<file path="config.mk">
export PLATFORM = sky130hd
export DESIGN_NAME = ma_stage
export DESIGN_NICKNAME = d
export VERILOG_FILES = /design/src/rtl/cpu_pkg.sv /design/src/rtl/ma_timer.sv /design/src/rtl/ma_stage.sv
export SDC_FILE = /design/constraint.sdc
export NUM_CORES = 1
export LEC_CHECK = 0
export CAP_MARGIN = 20
export CORE_ASPECT_RATIO = 1.25
export CORE_UTILIZATION = 51
export CTS_CLUSTER_DIAMETER = 200
export DETAILED_ROUTE_END_ITERATION = 12
export PLACE_DENSITY = 0.87
export SLEW_MARGIN = 20
export SYNTH_ARGS = -nofsm -noshare
export SYNTH_HDL_FRONTEND = slang
export SYNTH_SLANG_ARGS = --single-unit
</file>
<file path="constraint.sdc">
create_clock -name Clk -period 4 [get_ports Clk]
set_clock_uncertainty 0.05 [all_clocks]
set_input_delay 0.8 -clock Clk [delete_from_list [all_inputs] [get_ports Clk]]
set_output_delay 0.8 -clock Clk [all_outputs]
set_load 0.01 [all_outputs]
</file>
<file path="src/rtl/cpu_pkg.sv">
// cpu_pkg: shared pipeline payload types and memory-access stage defaults
package cpu_pkg;
  localparam int          MA_TIMEOUT_CYC = 256;
  localparam logic [31:0] MA_POISON      = 32'hDEAD_BEEF;
  typedef struct packed {
    logic isLd;
    logic isSt;
    logic isWb;
  } ctrl_t;
  typedef struct packed {
    logic [31:0] pc;
    logic [31:0] aluresult;
    logic [31:0] op2;
    logic [31:0] instr;
    ctrl_t       ctrl;
  } Ex_Ma_t;
  typedef struct packed {
    logic [31:0] pc;
    logic [31:0] aluresult;
    logic [31:0] ldresult;
    logic [31:0] instr;
    ctrl_t       ctrl;
  } Ma_Rw_t;
  typedef enum logic [1:0] {IDLE, REQ, RD_WAIT} ma_state_e;
endpackage

</file>
<file path="src/rtl/ma_timer.sv">
// ma_timer: saturating wait counter flagging expiry at TIMEOUT_CYC-1
module ma_timer #(
  parameter int TIMEOUT_CYC = 256
) (
  input  logic i_clk,
  input  logic i_rst,
  input  logic i_clr,
  input  logic i_en,
  output logic o_expired
);
  localparam int W = $clog2(TIMEOUT_CYC) + 1;
  logic [W-1:0] r_cnt;
  assign o_expired = r_cnt == W'(TIMEOUT_CYC - 1);
  // count waiting cycles and hold once expiry is reached
  always_ff @(posedge i_clk)
    if (i_rst || i_clr) r_cnt <= '0;
    else if (i_en && !o_expired) r_cnt <= r_cnt + W'(1);
endmodule

</file>
<file path="src/rtl/ma_stage.sv">
// ma_stage: memory-access pipeline stage with one outstanding data-memory request
module ma_stage
  import cpu_pkg::*;
#(
  parameter int          TIMEOUT_CYC = MA_TIMEOUT_CYC,
  parameter logic [31:0] POISON      = MA_POISON
) (
  input  logic        Clk,
  input  logic        Rst,
  input  Ex_Ma_t      Ex_Payld_i,
  input  logic        Ex_Valid_i,
  output logic        Ex_Ready_o,
  output Ma_Rw_t      Ma_Payld_o,
  output logic        Ma_Valid_o,
  input  logic        Ma_Ready_i,
  output logic        Dmem_Req_o,
  output logic        Dmem_We_o,
  output logic [31:0] Dmem_Addr_o,
  output logic [31:0] Dmem_Wdata_o,
  input  logic        Dmem_Gnt_i,
  input  logic        Dmem_Rvalid_i,
  input  logic [31:0] Dmem_Rdata_i,
  output logic        Misalign_o,
  output logic        Timeout_o
);
  ma_state_e   r_state, w_next;
  Ex_Ma_t      r_cap;
  logic        w_accept, w_mem, w_mis, w_start, w_expired;
  logic        w_tmr_clr, w_tmr_en, w_load, w_timeout, w_use_cap;
  logic [31:0] w_ldres;

  assign Ex_Ready_o   = (r_state == IDLE) && (!Ma_Valid_o || Ma_Ready_i);
  assign w_accept     = Ex_Valid_i && Ex_Ready_o;
  assign w_mem        = Ex_Payld_i.ctrl.isLd || Ex_Payld_i.ctrl.isSt;
  assign w_mis        = w_mem && |Ex_Payld_i.aluresult[1:0];
  assign w_start      = w_accept && w_mem && !w_mis;
  assign Dmem_We_o    = !r_cap.ctrl.isLd;
  assign Dmem_Addr_o  = r_cap.aluresult;
  assign Dmem_Wdata_o = r_cap.op2;

  ma_timer #(.TIMEOUT_CYC(TIMEOUT_CYC)) u_timer (
    .i_clk    (Clk),
    .i_rst    (Rst),
    .i_clr    (w_tmr_clr),
    .i_en     (w_tmr_en),
    .o_expired(w_expired)
  );

  // state register
  always_ff @(posedge Clk) r_state <= Rst ? IDLE : w_next;

  // next state: a grant or read data always wins over a coincident expiry
  always_comb begin
    w_next = r_state;
    case (r_state)
      IDLE:    w_next = w_start ? REQ : IDLE;
      REQ:     w_next = Dmem_Gnt_i ? (r_cap.ctrl.isLd ? RD_WAIT : IDLE) : (w_expired ? IDLE : REQ);
      RD_WAIT: w_next = (Dmem_Rvalid_i || w_expired) ? IDLE : RD_WAIT;
      default: w_next = IDLE;
    endcase
  end

  // outputs: memory request, timer control and output-slot load decision
  always_comb begin
    Dmem_Req_o = r_state == REQ;
    w_tmr_en   = r_state != IDLE;
    w_tmr_clr  = (r_state == IDLE) || (r_state == REQ && Dmem_Gnt_i);
    w_use_cap  = r_state != IDLE;
    w_load     = 1'b0;
    w_ldres    = '0;
    w_timeout  = 1'b0;
    case (r_state)
      IDLE: begin
        w_load  = w_accept && (!w_mem || w_mis);
        w_ldres = (w_mis && Ex_Payld_i.ctrl.isLd) ? POISON : '0;
      end
      REQ: begin
        w_timeout = !Dmem_Gnt_i && w_expired;
        w_load    = (Dmem_Gnt_i && !r_cap.ctrl.isLd) || w_timeout;
        w_ldres   = (w_timeout && r_cap.ctrl.isLd) ? POISON : '0;
      end
      RD_WAIT: begin
        w_timeout = !Dmem_Rvalid_i && w_expired;
        w_load    = Dmem_Rvalid_i || w_expired;
        w_ldres   = Dmem_Rvalid_i ? Dmem_Rdata_i : POISON;
      end
      default: w_load = 1'b0;
    endcase
  end

  // capture register holds the payload of the access in flight
  always_ff @(posedge Clk)
    if (Rst) r_cap <= '0;
    else if (w_start) r_cap <= Ex_Payld_i;

  // sticky error flags, cleared only by reset
  always_ff @(posedge Clk) begin
    Misalign_o <= !Rst && (Misalign_o || (w_accept && w_mis));
    Timeout_o  <= !Rst && (Timeout_o || w_timeout);
  end

  // output slot: reload wins, otherwise drain on ready and hold under backpressure
  always_ff @(posedge Clk)
    if (Rst) begin
      Ma_Valid_o <= 1'b0;
      Ma_Payld_o <= '0;
    end else if (w_load) begin
      Ma_Valid_o           <= 1'b1;
      Ma_Payld_o.pc        <= w_use_cap ? r_cap.pc : Ex_Payld_i.pc;
      Ma_Payld_o.aluresult <= w_use_cap ? r_cap.aluresult : Ex_Payld_i.aluresult;
      Ma_Payld_o.ldresult  <= w_ldres;
      Ma_Payld_o.instr     <= w_use_cap ? r_cap.instr : Ex_Payld_i.instr;
      Ma_Payld_o.ctrl      <= w_use_cap ? r_cap.ctrl : Ex_Payld_i.ctrl;
    end else if (Ma_Ready_i) Ma_Valid_o <= 1'b0;
endmodule

</file>
======== After elaboration in Yosys (flattened, before gate mapping) ========
Index checks and enable logic that the tools add are counted.
storage, ports and cells
  register bits ........................... 276
  output and inout port bits .............. 201
operators by class
  add/sub/neg operators ................... 1
  equality and inequality tests ........... 3
  muxes and demuxes ....................... 18
  reductions and logical operators ........ 37
operators with widths
  operator                                        number
  2-to-1 mux 32 bit                               6
  case mux 32 bit (3 select lines)                1
  logical AND 1 bit                               16
  adder 9 x 1 -> 9 bit (second input constant)    1
  == test 9 x 8 -> 1 bit (second input constant)  1
  logical OR 1 bit                                9
  logical NOT 1 bit                               8
  2-to-1 mux 2 bit                                3
  case mux 2 bit (3 select lines)                 1
  2-to-1 mux 1 bit                                4
  nonzero test 2 bit                              2
  2-to-1 mux 3 bit                                1
  case mux 1 bit (3 select lines)                 1
  == test 2 x 1 -> 1 bit (second input constant)  1
  == test 2 bit (second input constant)           1
  logical NOT 2 bit                               1
  case mux 1 bit (2 select lines)                 1
  OR reduction 2 bit                              1

======== Logic depth before layout (Yosys ltp) ========
  depth in word-level cells ............... 8
  gate-level depth with buffers ........... 11
  gate-level depth less buffers ........... 8

======== By module ========
Synthesis repeated with hierarchy kept, for this count alone.
unflattened totals
  cell total of the unflattened synthesis .. 1427
  area, all modules ....................... 12394.4 um^2
by module, submodules not included
  module    times used  cells an instance  area an instance (um^2)
  ma_stage  1           1380               11977.7
  ma_timer  1           47                 416.6

======== Worst setup path before layout ========
Ideal clock, no wire load.
  kind .................................... reg-to-output
  start ................................... register r_state[0]
  end ..................................... output port Ex_Ready_o
  data arrival time ....................... 1.510 ns
  required time ........................... 3.150 ns
  slack ................................... 1.640 ns
  stages on the path, launching flop included .. 8
  path buffers ............................ 4
  path through ............................ dfxtp_1 > inv_1 > ha_1 > buf_2 > buf_2 > buf_2 > clkbuf_1 > and2_1
between the ends
  word-level cells in the longest chain between the ends .. 2
ends and longest elaborated chain
  what                      RTL line        source
  start: declaration        ma_stage.sv:26  ma_state_e r_state, w_next;
  start signal: assignment  ma_stage.sv:50  always_ff @(posedge Clk) r_state <= Rst ? IDLE : w_next;
  logical NOT 2 bit         ma_stage.sv:32  assign Ex_Ready_o = (r_state == IDLE) && (!Ma_Valid_o || Ma_Ready_i);
  logical AND 1 bit         ma_stage.sv:32
  end: declaration          ma_stage.sv:12  output logic Ex_Ready_o,
No other way between the ends.

======== Worst setup path in the final report ========
  start ................................... input port Ma_Ready_i
  end ..................................... output port Ex_Ready_o
between the ends
  word-level cells in the longest chain between the ends .. 2
ends and longest elaborated chain
  what                RTL line        source
  start: declaration  ma_stage.sv:15  input logic Ma_Ready_i,
  logical OR 1 bit    ma_stage.sv:32
  logical AND 1 bit   ma_stage.sv:32
No other way between the ends.

==> metrics.md <==
| Metric | Value |
|---|---|
| Outcome | `finished, final reports clean` |
| Asr flop ratio synth | `0%` |
| Yosys reg bits | `276` |
| Core Rows | `63` |
| Global placement routability congestion | `0.816` |
| Post-route DRC | `0` |
| Post-Synth XOR/XNOR Area | `0.490%` |
| CP Launch Type | `input pin` |
| Number of global-route vias before repair | `10.9k` |
| Final min period | `3050 ps` |
| Die H | `177 um` |
| Yosys top cell by area | `dfxtp_1` |
| Max-cap viol count | `0` |
| Multiplexer share of the synthesized area | `0%` |
| Hold WS | `399 ps` |
| Final Slew Violations | `0` |
| Hold Crit Depth | `2` |
| Switching share of power | `25.3%` |
| Slew @ Worst Pin | `1110 ps` |
| Share of the synthesized area in the top cell type | `44.2%` |
| Pre-antenna DRT Iters | `5` |
| Total Routing Usage GR | `27.3%` |
| Reg power frac | `44.8%` |
| Main synth FF type | `dfxtp_1` |
| Post-synthesis compound-gate area fraction | `25.2%` |
| Mapped Area | `12500 um2` |
| Design internal power | `5.00 mW` |
| Combinational fraction of design power | `17.0%` |
| Cell Count, Final, Fillers Out | `2022` |
| Wirelength, routed | `35900 um` |
| Adder-cell share of the synthesized area | `0.600%` |
| Largest net degree at the start of global routing | `118` |
| DIE AREA | `25200 um2` |
| Grt total ovfl | `0` |
| Commonest cells post-synth | `276 x dfxtp_1, 265 x nand2_1, 149 x a21oi_1` |
| Root Buffer | `clkbuf_16` |
| Antenna-violating nets left | `0` |
| Cell with the most instances after synthesis | `dfxtp_1` |
| Unique masters post-synth | `40` |
| Core area | `23900 um2` |
| Antenna violations before repair | `2` |
| CTS tree | `yes` |
| Area added between synthesis and finish | `32.9%` |
| Proportion of layout cells with a drive suffix above 1 | `7.20%` |
| Pwr Density | `403 nW/um2` |
| Post-synth EDFFs | `0` |
| Vias per Instance | `5.59` |
| Initial Util | `52.4%` |
| Cells after DPL | `1971` |
| Final Hold Fails | `0` |
| Largest buffer count on any clock path | `3` |
| Min-delay worst type | `reg -> reg` |
| Finish-stage setup viols | `0` |
| Final net count | `1851` |
| CP Capture Type | `output pin` |
| Post-synthesis net count | `1633` |
| Clock share of power | `38.2%` |
| Final cell utilization of the core | `69.6%` |
| Simple-Gate Fraction of Synth Area | `16.1%` |
| HPWL Detailed | `22900 um` |
| Worst EP required | `3150 ps` |
| Die extent in x | `142 um` |
| Setup TNS Final | `0 ps` |
| Post-DP Area | `15700 um2` |
| Drt wl/cell | `17.7 um` |
| Crit path cell chain | `clkdlybuf4s50_1 > nand2b_1 > and2_1 > clkdlybuf4s50_1` |
| H-tree depth | `1` |
| Clock sinks | `276` |
| Crit-path max FO | `3` |
| Post-synthesis cell count | `1458` |
| Normalized max-slew margin | `25.8%` |
| Clk Latency, worst-skew pair | `530 ps` |
| Reg2Reg Depth | `7` |
| # IOs | `370` |
| # hold bufs at CTS | `0` |
| CP arrival | `2200 ps` |
| Ranking of synthesized cells by area | `dfxtp_1 44%, nand2_1 8.0%, a211oi_1 6.4%` |
| CP max stage delay | `570 ps` |
| First-pass GRT wire length | `55500 um` |
| DRT iter0 DRCs | `677` |
| RSZ-0062 raised after global routing | `no` |
| P_sw | `1.70 mW` |
| Leakage | `5.55 nW` |
| Largest family of logic cells by synthesized area | `compound AO/OA/AOI/OAI gates` |
| Resized Gates After CTS | `0` |
| CP Class | `in -> out` |
| Crit path max-delay cell type | `clkdlybuf4s50_1` |
| Synth Warn # | `0` |
| Vias | `11.3k` |
| Fmax | `0.328 GHz` |
| Mean area per synthesized cell | `8.58 um2` |
| Post-synthesis sequential area ratio | `44.2%` |
| Number of buffers created by CTS | `27` |
| Clock Pin Slew Worst Setup and Hold Paths | `60 ps` |
| Post CTS Setup Buffer Count | `0` |
| Port buffer count | `369` |
| Max IR drop VDD | `0.409 mV` |
| Cell mode on critical path | `clkdlybuf4s50_1` |
| Final period util | `76.2%` |
| Design Area, Final | `16600 um2` |
==> power groups by stage <==
stage | clock, mW | sequential, mW | combinational (mW)
floorplan | 0 | 3.11 | 0.513
global placement | 0 | 3.05 | 1.11
detailed placement | 0 | 3.06 | 1.13
CTS | 2.61 | 3.00 | 1.14
global route | 2.71 | 3.02 | 1.22
finish | 2.56 | 3.00 | 1.14
==> metrics by stage <==
stage / power, mW / setup slack (ps)
after floorplan: 3.62 / 1640
after global placement: 4.16 / 831
after detailed placement: 4.19 / 763
after CTS: 6.75 / 939
after global routing: 6.94 / 777
final: 6.70 / 951
==> sequential cells by signal (all words and copies together), names as in the netlist <==
register / cells
Dmem_Addr_o: 32
Dmem_Wdata_o: 32
Ma_Payld_o: 131
Ma_Valid_o: 1
Misalign_o: 1
Timeout_o: 1
r_cap: 67
r_state: 2
u_timer.r_cnt: 9
==> logic make-up (layout without fill, tap and decap cells) <==
kind of cell,after synthesis,in the layout
buf+inv,329,566
flops,276,276
compound gates,413,413
fa+ha+maj,6,6
xor+xnor,7,7
simple gates,427,427
other cells,0,2
==> cell type report <==
cell class | count | area [um2]
repair buffers | 388 | 3960
well taps | 325 | 407
flip-flops and latches | 276 | 5530
inverters | 130 | 488
multi-input cells | 853 | 5360
fillers | 1819 | 7250
clock inverters | 8 | 92.6
clock buffers | 40 | 795
diodes | 2 | 5.00
==> layer usage <==
layer	wire length, um	part of all wire, %	global-route usage, %	vias up
li1	-	-	-	5377
met2	17700	49	46.5	453
met3	2770	7.7	6.93	129
met4	1900	5.3	15.8	0
met1	13500	38	30.7	5336
met5	0	0	0	-
==> path summary, 6_finish.rpt <==
path                                             from  slack (ps)                           to
worst min register to register  r_cap[1]$_SDFFE_PP0N_         400        r_cap[1]$_SDFFE_PP0N_
worst min-delay path            r_cap[1]$_SDFFE_PP0N_         400        r_cap[1]$_SDFFE_PP0N_
worst max-delay path                       Ma_Ready_i         950                   Ex_Ready_o
worst max register to register  r_state[0]$_SDFF_PP0_         970  Ma_Payld_o[37]$_SDFFE_PP0P_
==> cells in the final DEF, fill, tap and decap left out, drive strengths merged, types with 40 or more instances in the layout <==
cell / n
a221oi: 123
nor2b: 99
a211oi: 107
dfxtp: 276
inv: 130
clkbuf: 40
a21oi: 149
nand2: 265
clkdlybuf4s50: 368
==> critical path: cells and delay by family <==
family | cells | cell delay (ps)
and+or+nand+nor | 2 | 340
buffers and inverters | 2 | 1060
No activity file was read; power rests on OpenSTA's default activity.
